$ cat config.mk
export PLATFORM = sky130hd
export DESIGN_NAME = axis_hdr_arbiter
export DESIGN_NICKNAME = d
export VERILOG_FILES = /design/src/rtl/axis_hdr_pkg.sv /design/src/rtl/axis_hdr_arbiter_rr_arb.sv /design/src/rtl/axis_hdr_arbiter.sv
export SDC_FILE = /design/constraint.sdc
export NUM_CORES = 1
export LEC_CHECK = 0
export ABC_AREA = 1
export CAP_MARGIN = 10
export CORE_AREA = 4 4 99 101
export DETAILED_ROUTE_END_ITERATION = 7
export DIE_AREA = 0 0 103 105
export PLACE_DENSITY = 0.87
export SLEW_MARGIN = 20
export SYNTH_ARGS = -nofsm -noshare
export SYNTH_HDL_FRONTEND = slang
export SYNTH_SLANG_ARGS = --single-unit
export TNS_END_PERCENT = 1
$ cat constraint.sdc
create_clock -name clk -period 1.6 [get_ports clk]
set_input_delay 0.32 -clock clk [delete_from_list [all_inputs] [get_ports clk]]
set_output_delay 0.32 -clock clk [all_outputs]
set_load 0.01 [all_outputs]
$ cat src/rtl/axis_hdr_pkg.sv
// Shared definitions for the AXI-Stream header arbiter: packet counter width and FSM encoding.
package axis_hdr_pkg;

    localparam int unsigned PKT_CNT_WD = 16;

    typedef enum logic [1:0] {
        StIdle  = 2'd0,
        StHdr   = 2'd1,
        StPay   = 2'd2,
        StDrain = 2'd3
    } state_e;

endpackage

$ cat src/rtl/axis_hdr_arbiter_rr_arb.sv
// Combinational round-robin picker: first requester at or after ptr, ascending with wrap.
module rr_arb
    import axis_hdr_pkg::*;
#(
    parameter int N      = 2,
    parameter int PTR_WD = (N > 1) ? $clog2(N) : 1
) (
    input  logic [N-1:0]      req,
    input  logic [PTR_WD-1:0] ptr,
    output logic [N-1:0]      gnt,
    output logic              valid
);

    // Scan from the farthest distance down so the closest requester is written last and wins.
    always_comb begin
        gnt = '0;
        for (int d = N - 1; d >= 0; d--) begin
            for (int j = 0; j < N; j++) begin
                if (req[j] && (((j + N - int'(ptr)) % N) == d)) begin
                    gnt    = '0;
                    gnt[j] = 1'b1;
                end
            end
        end
    end

    assign valid = |req;

endmodule

$ cat src/rtl/axis_hdr_arbiter.sv
// Grants one of NUM_SRC header+payload sources to a single insert engine, one packet at a time.
module axis_hdr_arbiter
    import axis_hdr_pkg::*;
#(
    parameter int DATA_WD      = 32,
    parameter int DATA_BYTE_WD = DATA_WD / 8,
    parameter int BYTE_CNT_WD  = $clog2(DATA_BYTE_WD),
    parameter int NUM_SRC      = 2
) (
    input  logic                            clk,
    input  logic                            rst_n,
    input  logic [NUM_SRC-1:0]              s_valid_insert,
    output logic [NUM_SRC-1:0]              s_ready_insert,
    input  logic [NUM_SRC*DATA_WD-1:0]      s_data_insert,
    input  logic [NUM_SRC*DATA_BYTE_WD-1:0] s_keep_insert,
    input  logic [NUM_SRC*BYTE_CNT_WD-1:0]  s_byte_insert_cnt,
    input  logic [NUM_SRC-1:0]              s_valid_in,
    input  logic [NUM_SRC-1:0]              s_last_in,
    output logic [NUM_SRC-1:0]              s_ready_in,
    input  logic [NUM_SRC*DATA_WD-1:0]      s_data_in,
    input  logic [NUM_SRC*DATA_BYTE_WD-1:0] s_keep_in,
    output logic                            m_valid_insert,
    output logic [DATA_WD-1:0]              m_data_insert,
    output logic [DATA_BYTE_WD-1:0]         m_keep_insert,
    output logic [BYTE_CNT_WD-1:0]          m_byte_insert_cnt,
    input  logic                            m_ready_insert,
    output logic                            m_valid_in,
    output logic [DATA_WD-1:0]              m_data_in,
    output logic [DATA_BYTE_WD-1:0]         m_keep_in,
    output logic                            m_last_in,
    input  logic                            m_ready_in,
    input  logic                            eng_done,
    output logic [NUM_SRC-1:0]              grant,
    output logic                            busy,
    output logic [15:0]                     pkt_cnt
);

    localparam int PTR_WD = $clog2(NUM_SRC);

    state_e                  state_q, state_d;
    logic [NUM_SRC-1:0]      grant_q, grant_d;
    logic [PTR_WD-1:0]       rr_ptr_q, rr_ptr_d;
    logic [PKT_CNT_WD-1:0]   pkt_cnt_q, pkt_cnt_d;

    logic [NUM_SRC-1:0]      arb_gnt;
    logic                    arb_valid;
    logic [PTR_WD-1:0]       g_idx;
    logic                    sel_vins, sel_vin, sel_last;
    logic [DATA_WD-1:0]      sel_dins, sel_din;
    logic [DATA_BYTE_WD-1:0] sel_kins, sel_kin;
    logic [BYTE_CNT_WD-1:0]  sel_cnt;
    logic                    hdr_st, pay_st;

    rr_arb #(
        .N      (NUM_SRC),
        .PTR_WD (PTR_WD)
    ) u_rr_arb (
        .req   (s_valid_insert),
        .ptr   (rr_ptr_q),
        .gnt   (arb_gnt),
        .valid (arb_valid)
    );

    // One-hot grant selects the owner's slices; all-zero grant selects nothing.
    always_comb begin
        g_idx    = '0;
        sel_vins = 1'b0;
        sel_vin  = 1'b0;
        sel_last = 1'b0;
        sel_dins = '0;
        sel_din  = '0;
        sel_kins = '0;
        sel_kin  = '0;
        sel_cnt  = '0;
        for (int i = 0; i < NUM_SRC; i++) begin
            if (grant_q[i]) begin
                g_idx    = PTR_WD'(i);
                sel_vins = s_valid_insert[i];
                sel_vin  = s_valid_in[i];
                sel_last = s_last_in[i];
                sel_dins = s_data_insert[i*DATA_WD +: DATA_WD];
                sel_din  = s_data_in[i*DATA_WD +: DATA_WD];
                sel_kins = s_keep_insert[i*DATA_BYTE_WD +: DATA_BYTE_WD];
                sel_kin  = s_keep_in[i*DATA_BYTE_WD +: DATA_BYTE_WD];
                sel_cnt  = s_byte_insert_cnt[i*BYTE_CNT_WD +: BYTE_CNT_WD];
            end
        end
    end

    assign hdr_st = (state_q == StHdr);
    assign pay_st = (state_q == StPay);

    assign m_valid_insert    = hdr_st & sel_vins;
    assign m_data_insert     = m_valid_insert ? sel_dins : '0;
    assign m_keep_insert     = m_valid_insert ? sel_kins : '0;
    assign m_byte_insert_cnt = m_valid_insert ? sel_cnt : '0;
    assign s_ready_insert    = hdr_st ? (grant_q & {NUM_SRC{m_ready_insert}}) : '0;

    assign m_valid_in = pay_st & sel_vin;
    assign m_data_in  = m_valid_in ? sel_din : '0;
    assign m_keep_in  = m_valid_in ? sel_kin : '0;
    assign m_last_in  = m_valid_in & sel_last;
    assign s_ready_in = pay_st ? (grant_q & {NUM_SRC{m_ready_in}}) : '0;

    assign grant   = grant_q;
    assign busy    = (state_q != StIdle);
    assign pkt_cnt = pkt_cnt_q;

    always_comb begin
        state_d   = state_q;
        grant_d   = grant_q;
        rr_ptr_d  = rr_ptr_q;
        pkt_cnt_d = pkt_cnt_q;
        unique case (state_q)
            StIdle: begin
                if (arb_valid) begin
                    state_d = StHdr;
                    grant_d = arb_gnt;
                end
            end
            StHdr: begin
                if (m_valid_insert && m_ready_insert) state_d = StPay;
            end
            StPay: begin
                if (m_valid_in && m_ready_in && m_last_in) state_d = StDrain;
            end
            StDrain: begin
                // Only completion seen while already draining closes the packet.
                if (eng_done) begin
                    state_d   = StIdle;
                    grant_d   = '0;
                    pkt_cnt_d = pkt_cnt_q + 1'b1;
                    rr_ptr_d  = (g_idx == PTR_WD'(NUM_SRC - 1)) ? '0 : g_idx + 1'b1;
                end
            end
            default: state_d = StIdle;
        endcase
    end

    always_ff @(posedge clk or negedge rst_n) begin
        if (!rst_n) begin
            state_q   <= StIdle;
            grant_q   <= '0;
            rr_ptr_q  <= '0;
            pkt_cnt_q <= '0;
        end else begin
            state_q   <= state_d;
            grant_q   <= grant_d;
            rr_ptr_q  <= rr_ptr_d;
            pkt_cnt_q <= pkt_cnt_d;
        end
    end

endmodule
==> reports/results.ini, run 1 <==
[route]
wire_per_inst_um=18.5
drt-total-wl_mm=13.5
wl_met2_mm=6.96
drc=0
dr.max_layer_used=met4
final_antenna_net_count=0
drt-vias-per-instance=4.98
met1_length_mm=5.01
num_vias=3621
wl_met3_mm=1.02
first_pass_iters=5
drt-initial-drc-count=206

[power_and_ir_drop]
peakVddDrop_mv=0.467
cellPowerDensity_mw_per_mm2=1020
leakagePower_nw=2.57

[timing]
fin_crit_sh_pct=126
fmax_ghz=0.498
skew_ns=0.00778
rsz0062_at_grt=true
setup_viol=81
period_minus_slack_ns=2.01
final.setup.worst_slack_ns=-0.408
whs_ns=0.343
hold_violations=0
drv_slew=0
worstMarginPinSlew_ns=0.397
max_slew_margin_pct=73.4

[global_route]
grt_max_degree=27
overflow=0
antenna_found_initial=0
grt_pass1_vias=3645
grt_use_total_pct=22.8
grt_first_pass_wirelength_mm=19.7

[clock_network]
cts_tree=done
cts_sinks=21
cts_buffers=3
htreeDepth=1
clock_latency_ns=0.26
cts_root_buf=clkbuf_8
clk_pin_slew_worst_paths_ns=0.08
clockBufferDepth=2

[worst_setup_path]
cp-start-kind=register
cp.required_ns=1.28
max_stage_delay_ns=0.45
crit_path_frequent_cell=buf_12
cp_max_fo=5
cp-end-kind=primary output
crit_type=reg -> out
arrival_ns=1.69
cpMaxStageDelayCell=dfrtp_2
crit_chain=buf_6 -> nor2_4 -> buf_12 -> buf_12 -> clkbuf_16 -> a22oi_2 -> nor2_1 -> buf_2

[synth]
ys_top_cells_by_area=a22oi_1 (25%), dfrtp_1 (24%), nor2_1 (14%)
synth_top_cell_area_share_pct=25.2
synthDistinctLibCells=25
netlist_area_mm2=0.00220
ys_ff_latch=21
syn_area_per_cell_um2=6.78
yosys.area.top_type=a22oi_1
ys_seq_area_share_pct=23.9
synth_fp_nets=489
synth_warnings=0
syn_inst=325

[place]
gp_congestion=0.869
port-buffer-count=258
dpl_cell_area_mm2=0.00509
dp_hpwl_mm=10.2
dp_cells=704

[run_status]
violations=negative setup slack
status=finished, violations left

[die]
rows=35
initial_core_util_pct=24.4
die_area_mm2=0.0108
fp.coreArea_mm2=0.00902
ioPinCount=259
die_x_um=103
chipHeight_um=105

[finish]
final_area_mm2=0.00531
final_nets=781
syn_to_final_growth_pct=141
drive_above_1_share_pct=31.0
final_cells=727
antenna_cells=0
seq_area_um2=529
multi_input_area_mm2=0.00157
fillerInstances=817

[hold_path]
worstHoldPathType=in -> async

[flow_run]
maxCapViolCount=0

-- through the flow --
stage / power, mW / utilization [%] / worst slack, ns / setup TNS [ns]
finish: 5.41 / 58.9 / -0.408 / -24.87
global route: 5.81 / 58.9 / -0.475 / -31.51
CTS: 5.18 / 57.0 / -0.389 / -25.44
detailed placement: 4.12 / 56.4 / -0.719 / -52.05
global placement: 4.02 / 56.4 / -0.746 / -50.61
floorplan: 2.47 / - / 0.0771 / 0
-- synth_stat cells (all sizes together) --
master,count
xnor2,5
nand4,6
a21oi,4
o21ai,6
nand3b,1
nor3,5
dfrtp,21
clkinv,1
nand3,11
clkbuf,2
a22oi,74
nand2,41
xor2,3
ha,5
o22ai,1
nor2,88
inv,27
buf,24
-- metal layers --
metal  vias up  GRT usage [%]
li1       1707              -
met1      1710           26.7
met2       168           41.1
met3        36           4.01
met4         0           6.94
met5         -              0
-- final timing paths --
path	end	slack [ns]	cells past startpoint	start
max in group asynchronous	grant[1]$_DFFE_PN0P_	0.79	2	rst_n
max reg2reg	pkt_cnt[15]$_DFFE_PN0P_	0.05	9	state_q[1]$_DFFE_PN0P_
min reg2reg	pkt_cnt[13]$_DFFE_PN0P_	0.52	2	pkt_cnt[13]$_DFFE_PN0P_
min	pkt_cnt[3]$_DFFE_PN0P_	0.34	1	rst_n
max	m_byte_insert_cnt[1]	-0.41	8	grant[1]$_DFFE_PN0P_
min in group clk	pkt_cnt[13]$_DFFE_PN0P_	0.52	2	pkt_cnt[13]$_DFFE_PN0P_
-- area by class of cell --
class | instances | share of cell area (%)
Clock inverter | 1 | 0.0942
Timing Repair Buffer | 313 | 55.0
Clock buffer | 3 | 0.777
Sequential cell | 21 | 9.96
Multi-Input combinational cell | 250 | 29.6
Inverter | 28 | 2.00
Tap cell | 111 | 2.61
-- cell families (layout without fill, tap and decap cells) --
family | count (synthesis) | in the layout | share of synthesized area (%)
xor+xnor | 8 | 8 | 3.18
fa+ha+maj | 5 | 5 | 2.84
simple gates | 152 | 152 | 29.2
flops | 21 | 21 | 23.9
compound gates | 85 | 85 | 27.8
buf+inv | 54 | 345 | 13.1
-- flip-flops by register name, summed over array words and instances, names as in the netlist --
register	flops
grant	2
pkt_cnt	16
state_q	2
rr_ptr_q	1
-- critical path, delay by kind of cell, from the launching register on --
family,cells,cell delay [ns]
AND/OR/NAND/NOR,2,0.25
flip-flops,1,0.45
buffers and inverters,5,0.69
AO/OA/AOI/OAI,1,0.05
-- layout by cell type (no fill, tap or decap), drive strengths merged --
cell,count
buf,134
ha,5
dlygate4sd2,4
o21ai,6
clkbuf,6
clkdlybuf4s50,163
nand3b,1
bufbuf,1
nand2,41
a21oi,4
xor2,3
a22oi,74
nor3,5
o22ai,1
inv,27
xnor2,5
dfrtp,21
dlymetal6s2s,7
clkinv,2
nand4,6
nand3,11
nor2,88
clkdlybuf4s15,1
-- timing repair --
| item | in CTS | in global routing |
|---|---|---|
| buffers inserted | 12 | 0 |
| pin swaps | 4 | 16 |
| hold buffers | 0 | 0 |
| setup endpoints to repair | 88 | 104 |
| hold endpoints to repair | 0 | 0 |
| cloned | 6 | 3 |
| resized for setup | 375 | 42 |
-- where the power goes --
part	switching (mW)	total (mW)	internal, mW
sequential	0.132	0.774	0.642
combinational	2.00	4.29	2.29
clock	0.173	0.346	0.173
(Power assumes the default switching activity.)
==> run 2: changes to the inputs <==
--- a/config.mk
+++ b/config.mk
@@ -8,6 +8,7 @@
 export ABC_AREA = 1
 export CAP_MARGIN = 10
 export CORE_AREA = 4 4 99 101
+export CTS_BUF_LIST = sky130_fd_sc_hd__clkbuf_8 sky130_fd_sc_hd__clkbuf_16
 export DETAILED_ROUTE_END_ITERATION = 7
 export DIE_AREA = 0 0 103 105
 export PLACE_DENSITY = 0.87
==> results of run 2 <==
Same layout as run 1: the final DEF is identical, and so are final timing and power.
==> run 3: changes to the inputs <==
--- a/config.mk
+++ b/config.mk
@@ -12,6 +12,7 @@
 export DETAILED_ROUTE_END_ITERATION = 7
 export DIE_AREA = 0 0 103 105
 export PLACE_DENSITY = 0.87
+export SETUP_SLACK_MARGIN = 0.1
 export SLEW_MARGIN = 20
 export SYNTH_ARGS = -nofsm -noshare
 export SYNTH_HDL_FRONTEND = slang
==> reports/results.ini, run 3 (same netlist as run 1, synthesis figures left out) <==
[run_status]
status=finished, violations left
violations=negative setup slack

[timing]
fmax_ghz=0.499
worstMarginPinSlew_ns=0.402
final.setup.worst_slack_ns=-0.405
fin_crit_sh_pct=125
setup_viol=81
max_slew_margin_pct=73.1
rsz0062_at_grt=true
hold_violations=0
skew_ns=0.00944
period_minus_slack_ns=2.01
drv_slew=0

[place]
port-buffer-count=258
dp_hpwl_mm=10.2
gp_congestion=0.869
dp_cells=704
pre_cts_ws_ns=-0.719

[route]
wire_per_inst_um=18.7
num_vias=3642
drc=0
first_pass_iters=4
final_antenna_net_count=0
drt-initial-drc-count=170
drt-vias-per-instance=4.99
drt-total-wl_mm=13.7

[worst_setup_path]
cp.required_ns=1.28
worst-r2r-cell-count=9
cp-end-kind=primary output
timing.rr.end=pkt_cnt[14]$_DFFE_PN0P_
arrival_ns=1.69
startpoint=grant[1]$_DFFE_PN0P_
crit_type=reg -> out
reg2reg_from=state_q[1]$_DFFE_PN0P_
critPathCapture=m_byte_insert_cnt[1]
cp_max_fo=5
cp-start-kind=register
r2r_slack_ns=0.12

[clock_network]
cts_buffers=3
cts_sinks=21
clockBufferDepth=2
htreeDepth=1
cts_root_buf=clkbuf_8
holdBufCountCts=0
clock_latency_ns=0.26
cts_tree=done
clk_pin_slew_worst_paths_ns=0.08

[finish]
drive_above_1_share_pct=31.8
layout_common_cells=clkdlybuf4s50_1 (156), buf_2 (81), nor2_1 (76)
fillerInstances=818
final_cells=730
largest_register_ffs=16
mostFrequentLayoutCell=clkdlybuf4s50_1
syn_to_final_growth_pct=145
final_core_util_pct=59.8
final_nets=784
antenna_cells=0

[power_and_ir_drop]
cellPowerDensity_mw_per_mm2=1050
power.internal_mw=3.28
power.switching_mw=2.39
peakVddDrop_mv=0.473
leakagePower_nw=2.55
pwr-share-clk_pct=6.1
seqPwrFrac_pct=13.8
p_sw_share_pct=42.1
comb_power_share_pct=80.0
p_total_mw=5.67

[die]
chipHeight_um=105
rows=35
ioPinCount=259
fp.coreArea_mm2=0.00902
die_area_mm2=0.0108
die_x_um=103
initial_core_util_pct=24.4

[global_route]
grt_use_total_pct=22.8
antenna_found_initial=0
grt_pass1_vias=3644
grt_max_degree=27
grt_first_pass_wirelength_mm=19.7
overflow=0

[flow_run]
maxCapViolCount=0

[hold_path]
worstHoldPathType=in -> async

## run 3: layout make-up
type	instances	area, µm²	area share, %
clock buffers	3	41.3	0.766
clock inverters	1	5.00	0.0928
inverters	28	106	1.97
multi-input cells	250	1620	30.0
flip-flops and latches	21	528	9.79
well taps	111	139	2.58
repair buffers	316	2960	54.8
## run 3: power by group through the flow
| stage | Combinational (mW) | Sequential, mW | Clock, mW |
|---|---|---|---|
| 2_1_floorplan | 1.70 | 0.770 | 0 |
| 3_3_place_gp | 3.25 | 0.771 | 0 |
| 3_5_place_dp | 3.34 | 0.778 | 0 |
| 4_1_cts | 4.07 | 0.769 | 0.356 |
| 5_1_grt | 4.87 | 0.801 | 0.385 |
| 6_report | 4.54 | 0.784 | 0.347 |
## run 3: how the worst min path moves through the flow
stage | start | endpoint | slack (ns) | cells after the start
2_1_floorplan | rst_n | grant[0]$_DFFE_PN0P_ | 0.02 | 0
3_5_place_dp | pkt_cnt[13]$_DFFE_PN0P_ | pkt_cnt[13]$_DFFE_PN0P_ | 0.49 | 2
3_3_place_gp | pkt_cnt[13]$_DFFE_PN0P_ | pkt_cnt[13]$_DFFE_PN0P_ | 0.48 | 2
6_report | rst_n | pkt_cnt[3]$_DFFE_PN0P_ | 0.34 | 1
4_1_cts | rst_n | pkt_cnt[5]$_DFFE_PN0P_ | 0.35 | 1
5_1_grt | rst_n | pkt_cnt[5]$_DFFE_PN0P_ | 0.36 | 1
## run 3: repair_timing
item | 4_1_cts | 5_1_grt
setup buffers | 12 | 0
cloned | 6 | 5
gates resized for setup | 397 | 36
endpoints found under the setup margin | 111 | 96
pin swaps | 5 | 14
## run 3: metrics by stage
| stage | area, µm² | TNS [ns] | hold slack (ns) |
|---|---|---|---|
| after detailed placement | 5090 | -52.05 | 0.492 |
| after floorplan | 2200 | 0 | 0.0244 |
| after global placement | 5090 | -50.61 | 0.479 |
| after CTS | 5140 | -25.41 | 0.354 |
| after global routing | 5390 | -32.17 | 0.360 |
| final | 5390 | -25.65 | 0.343 |
## run 3: critical path, stage by stage (launching register included)
cell	delay, ns
dfrtp_2	0.45
buf_6	0.13
nor2_4	0.14
buf_12	0.14
buf_12	0.13
clkbuf_16	0.15
a22oi_2	0.05
nor2_1	0.12
buf_2	0.14
## run 3: per-layer routing
metal / vias up / routed length [µm] / GRT usage, %
met5: - / 0 / 0
met4: 0 / 478 / 6.94
met3: 36 / 1120 / 3.87
met2: 176 / 7010 / 41.1
met1: 1715 / 5040 / 26.8
li1: 1715 / - / -
